### config.mk
export PLATFORM = sky130hd
export DESIGN_NAME = uart_rx_fsm
export DESIGN_NICKNAME = d
export VERILOG_FILES = /design/src/rtl/uart_rx_fsm_pkg.sv /design/src/rtl/uart_bit_timer.sv /design/src/rtl/uart_rx_fsm.sv
export SDC_FILE = /design/constraint.sdc
export NUM_CORES = 1
export LEC_CHECK = 0
export CAP_MARGIN = 20
export CORE_ASPECT_RATIO = 0.8
export CORE_UTILIZATION = 50
export CTS_BUF_LIST = sky130_fd_sc_hd__clkbuf_2
export CTS_CLUSTER_DIAMETER = 50
export DETAILED_ROUTE_END_ITERATION = 16
export PLACE_DENSITY = 0.71
export REMOVE_ABC_BUFFERS = 1
export SLEW_MARGIN = 20
export SYNTH_ARGS = -nofsm -noshare
export SYNTH_HDL_FRONTEND = slang
export SYNTH_SLANG_ARGS = --single-unit
### constraint.sdc
create_clock -name clk -period 2.88 [get_ports clk]
set_input_delay 0.576 -clock clk [delete_from_list [all_inputs] [get_ports clk]]
set_output_delay 0.576 -clock clk [all_outputs]
set_load 0.01 [all_outputs]
### src/rtl/uart_rx_fsm_pkg.sv
// rtl/uart_rx_fsm_pkg.sv - shared UART state codes, line levels and parity helper
package uart_rx_fsm_pkg;

  localparam int DATA_BITS = 8;

  // State codes are shared with the TX FSM so debug displays read the same way
  localparam logic [2:0] ST_IDLE       = 3'd0;
  localparam logic [2:0] ST_START_BIT  = 3'd1;
  localparam logic [2:0] ST_RX_DATA    = 3'd2;
  localparam logic [2:0] ST_PARITY_BIT = 3'd3;
  localparam logic [2:0] ST_STOP_BIT   = 3'd4;
  localparam logic [2:0] ST_RX_DONE    = 3'd5;

  // Serial line levels
  localparam logic TX_IDLE_LVL  = 1'b1;
  localparam logic TX_START_LVL = 1'b0;
  localparam logic TX_STOP_LVL  = 1'b1;

  // Parity bit a transmitter would send for this byte
  function automatic logic parity_of(input logic [DATA_BITS-1:0] d, input logic odd);
    return odd ? ~^d : ^d;
  endfunction

endpackage

### src/rtl/uart_bit_timer.sv
// rtl/uart_bit_timer.sv - free-running bit timer with mid-bit and end-of-bit ticks
module uart_bit_timer #(
  parameter int BIT_TICKS = 16
) (
  input  logic clk,
  input  logic rst,
  input  logic en,
  input  logic clr,
  output logic half_tick,
  output logic full_tick
);

  localparam int W = (BIT_TICKS > 2) ? $clog2(BIT_TICKS) : 1;
  localparam logic [W-1:0] LAST      = W'(BIT_TICKS - 1);
  localparam logic [W-1:0] HALF_LAST = W'(BIT_TICKS / 2 - 1);

  logic [W-1:0] cnt;

  // Count 0..BIT_TICKS-1 while enabled; clear has priority so sample points restart the bit
  always_ff @(posedge clk or negedge rst) begin
    if (!rst) begin
      cnt <= '0;
    end else if (clr) begin
      cnt <= '0;
    end else if (en) begin
      cnt <= (cnt == LAST) ? '0 : cnt + 1'b1;
    end
  end

  assign half_tick = (cnt == HALF_LAST);
  assign full_tick = (cnt == LAST);

endmodule

### src/rtl/uart_rx_fsm.sv
// rtl/uart_rx_fsm.sv - UART receiver: 8 data bits LSB first, one parity bit, one stop bit
module uart_rx_fsm
  import uart_rx_fsm_pkg::*;
#(
  parameter int CLK_FREQ   = 50_000_000,
  parameter int BAUD_RATE  = 115_200,
  parameter bit PARITY_ODD = 1'b0
) (
  input  logic                 clk,
  input  logic                 rst,
  input  logic                 rx,
  output logic [DATA_BITS-1:0] rx_data,
  output logic                 rx_valid,
  output logic                 parity_err,
  output logic                 frame_err,
  output logic                 rx_busy,
  output logic [2:0]           rx_state_out
);

  localparam int BIT_TICKS = CLK_FREQ / BAUD_RATE;
  localparam logic [3:0] LAST_BIT = 4'(DATA_BITS - 1);

  logic                 rx_meta;
  logic                 rx_s;
  logic [2:0]           state;
  logic [2:0]           state_nxt;
  logic [DATA_BITS-1:0] shift_reg;
  logic [3:0]           bit_cnt;
  logic                 parity_bad;
  logic                 stop_bad;
  logic                 half_tick;
  logic                 full_tick;
  logic                 timer_en;
  logic                 timer_clr;
  logic                 sample;

  // Two-flop synchroniser; resets to the idle line level so reset never looks like a start bit
  always_ff @(posedge clk or negedge rst) begin
    if (!rst) begin
      rx_meta <= TX_IDLE_LVL;
      rx_s    <= TX_IDLE_LVL;
    end else begin
      rx_meta <= rx;
      rx_s    <= rx_meta;
    end
  end

  // Start bit is checked at its middle; every later bit is sampled one full bit after that
  always_comb begin
    sample = 1'b0;
    case (state)
      ST_START_BIT:                           sample = half_tick;
      ST_RX_DATA, ST_PARITY_BIT, ST_STOP_BIT: sample = full_tick;
      default:                                sample = 1'b0;
    endcase
  end

  // Holding the timer clear in IDLE gives a zero count on entry to START_BIT
  assign timer_en  = (state != ST_IDLE) && (state != ST_RX_DONE);
  assign timer_clr = (state == ST_IDLE) || sample;

  uart_bit_timer #(
    .BIT_TICKS(BIT_TICKS)
  ) u_bit_timer (
    .clk      (clk),
    .rst      (rst),
    .en       (timer_en),
    .clr      (timer_clr),
    .half_tick(half_tick),
    .full_tick(full_tick)
  );

  // Next-state logic; unused codes fall back to IDLE
  always_comb begin
    state_nxt = state;
    case (state)
      ST_IDLE:       if (rx_s == TX_START_LVL) state_nxt = ST_START_BIT;
      ST_START_BIT:  if (sample) state_nxt = (rx_s == TX_START_LVL) ? ST_RX_DATA : ST_IDLE;
      ST_RX_DATA:    if (sample && bit_cnt == LAST_BIT) state_nxt = ST_PARITY_BIT;
      ST_PARITY_BIT: if (sample) state_nxt = ST_STOP_BIT;
      ST_STOP_BIT:   if (sample) state_nxt = ST_RX_DONE;
      ST_RX_DONE:    state_nxt = ST_IDLE;
      default:       state_nxt = ST_IDLE;
    endcase
  end

  // State register
  always_ff @(posedge clk or negedge rst) begin
    if (!rst) state <= ST_IDLE;
    else      state <= state_nxt;
  end

  // Shift in data LSB first and capture per-frame error conditions at their sample points
  always_ff @(posedge clk or negedge rst) begin
    if (!rst) begin
      shift_reg  <= '0;
      bit_cnt    <= '0;
      parity_bad <= 1'b0;
      stop_bad   <= 1'b0;
    end else if (sample) begin
      case (state)
        ST_START_BIT: bit_cnt <= '0;
        ST_RX_DATA: begin
          shift_reg <= {rx_s, shift_reg[DATA_BITS-1:1]};
          bit_cnt   <= bit_cnt + 1'b1;
        end
        ST_PARITY_BIT: parity_bad <= (rx_s != parity_of(shift_reg, PARITY_ODD));
        ST_STOP_BIT:   stop_bad   <= (rx_s != TX_STOP_LVL);
        default: ;
      endcase
    end
  end

  // Publish the frame from RX_DONE; data and flags hold until the next frame completes
  always_ff @(posedge clk or negedge rst) begin
    if (!rst) begin
      rx_data    <= '0;
      rx_valid   <= 1'b0;
      parity_err <= 1'b0;
      frame_err  <= 1'b0;
    end else begin
      rx_valid <= (state == ST_RX_DONE);
      if (state == ST_RX_DONE) begin
        rx_data    <= shift_reg;
        parity_err <= parity_bad;
        frame_err  <= stop_bad;
      end
    end
  end

  assign rx_busy      = (state != ST_IDLE);
  assign rx_state_out = state;

endmodule
==> run summary <==
post-synthesis instance total: 182
synthesized flop and latch total: 39
H-tree Lvls: 2
Fin. Hold Viols: 0
residual DRC count: 4
gr usage total: 0.201
arrival time worst endpoint: 1910 ps
syn_area_per_cell: 10.3 um2
detailed placer's ending HPWL: 2460 um
CTS root buffer: clkbuf_2
Die Wd: 70.5 um
total gr overflow: 0
post-CTS setup buffers: 0
Crit Reg-Reg Endpoint: bit_cnt[1]$_DFFE_PN0P_
largest net degree at the start of global routing: 40
# diodes: 0
Synth top area share: 0.493
slew at the pin closest to its max-slew limit: 813 ps
post-synthesis sequential area ratio: 0.521
power per cell area: 375 nW/um2
vias in the first global route: 1316
Max clock buf depth: 2
critical path capture point type: output port
Pleak: 0.991 nW
Yosys top cell by area: dfrtp_1
synthesized area: 1880 um2
Finished Layout Cells: 246
outcome: finished with violations
# rows: 19
max reg flops: 9
violated checks: DRC
Synth warnings: 0
total CTS buffers: 5
Design Power: 804 uW
first-pass GRT wire length: 6090 um
Worst R2R Start: rx_state_out[1]$_DFFE_PN0P_
core footprint: 3520 um2
CP startpoint kind: flip-flop
gpl congestion: 0.934
Core Util, Final: 0.609
Max Clk Rate: 0.402 GHz
layout cells sized above 1: 0.147
Yosys cell types: 46
WL final: 3560 um
Hold WC Path Type: in -> async
relative slew slack: 0.458
Synth area leaders: dfrtp_1, nand2_1, mux2_2
Post-synth ARST share: 1.00
Setup TNS: 0 ps
unrepaired setup endpoints after global routing: false
maxcap violations: 0
Sink Count: 39
Die H: 56.8 um
top cells by count, synth: dfrtp_1, nand2_1, o21ai_0
drt via density: 5.83
Initial Util: 0.534
antenna violations before repair: 0
Top FF cell, synth: dfrtp_1
clock skew: 27.0 ps
io pins: 18
dpl ws: 459 ps
fin crit period: 2490 ps
initial drt markers: 155
fin nets: 210
EDFF count, synth: 0
Clock Latency Late Sink: 380 ps
Hold-fix buffers, CTS: 0
Setup WS post-layout: 390 ps
CTS tree: done
cell count of the worst reg-to-reg path: 5
clock-pin slew on the worst setup and hold paths: 200 ps
WS Path Type: reg -> out
CTS resizes: 0
CP max FO: 15
area grow syn2layout: 14.0%
worst vdd ir: 0.000271 V
die area: 4010 um2
post-route ant nets: 0
placed cells: 238
Req. time, crit path: 2300 ps
Avg WL per Cell: 14.5 um
max-slew violations: 0
First-pass DRT Iterations: 10
IO buf count: 17
Final period util: 0.865
Vias: 1435
FF-to-FF setup slack: 410 ps
# setup viols final: 0
==> cell families after synthesis <==
family	Yosys count	synth area share
multiplexers	10	0.0593
XOR/XNOR	8	0.0373
buffers and inverters	11	0.0226
AO/OA/AOI/OAI	33	0.115
flip-flops	39	0.521
adder cells (fa/ha/maj)	4	0.0266
AND/OR/NAND/NOR	77	0.218
==> stage by stage <==
stage,area (um2),hold slack (ps)
after floorplan,1850,280
after global placement,2100,346
after detailed placement,2100,347
after CTS,2140,269
after global routing,2140,294
final,2140,253
==> how the worst max path moves through the flow <==
| stage | startpoint | to | slack (ps) | cells after the start |
|---|---|---|---|---|
| after global placement | rx_state_out[1]$_DFFE_PN0P_ | bit_cnt[1]$_DFFE_PN0P_ | 530 | 5 |
| after detailed placement | rx_state_out[1]$_DFFE_PN0P_ | bit_cnt[1]$_DFFE_PN0P_ | 460 | 5 |
| after global routing | rx_state_out[2]$_DFFE_PN0P_ | bit_cnt[1]$_DFFE_PN0P_ | 290 | 5 |
| final | rx_state_out[2]$_DFFE_PN0P_ | rx_busy | 390 | 2 |
| after floorplan | rx_state_out[0]$_DFFE_PN0P_ | shift_reg[0]$_DFFE_PN0P_ | 530 | 4 |
| after CTS | rx_state_out[2]$_DFFE_PN0P_ | rx_busy | 380 | 2 |
==> cells in the final DEF, fill, tap and decap left out, drive strengths merged, types with 6 or more instances in the layout <==
cell,instances
clkbuf,6
dfrtp,37
o21ai,14
nand2,37
nand3,8
clkdlybuf4s50,16
mux2,9
xnor2,6
nor2,6
==> critical path, stage by stage, from the launching register on <==
cell and delay, ps:
dfrtp_1 570, or3_1 460, clkdlybuf4s50_1 500
==> area by class of cell <==
type	count	area, um2
multi-input cells	132	858
clock buffers	6	30.0
flip-flops and latches	39	978
well taps	42	52.6
clock inverters	2	13.8
inverters	4	15.0
repair buffers	21	195
fillers	269	1380
==> power breakdown <==
group          internal [mW]  switching [mW]
registers              0.551         0.00146
logic                0.00273          0.0104
clock network         0.0640           0.175
==> per-layer routing <==
layer	global-route usage	wire length [um]	up-vias
met4	0.0829	53	0
met5	0	0	-
li1	-	-	681
met3	0.0575	191	11
met2	0.313	1620	47
met1	0.264	1700	696
(Power assumes the default switching activity.)
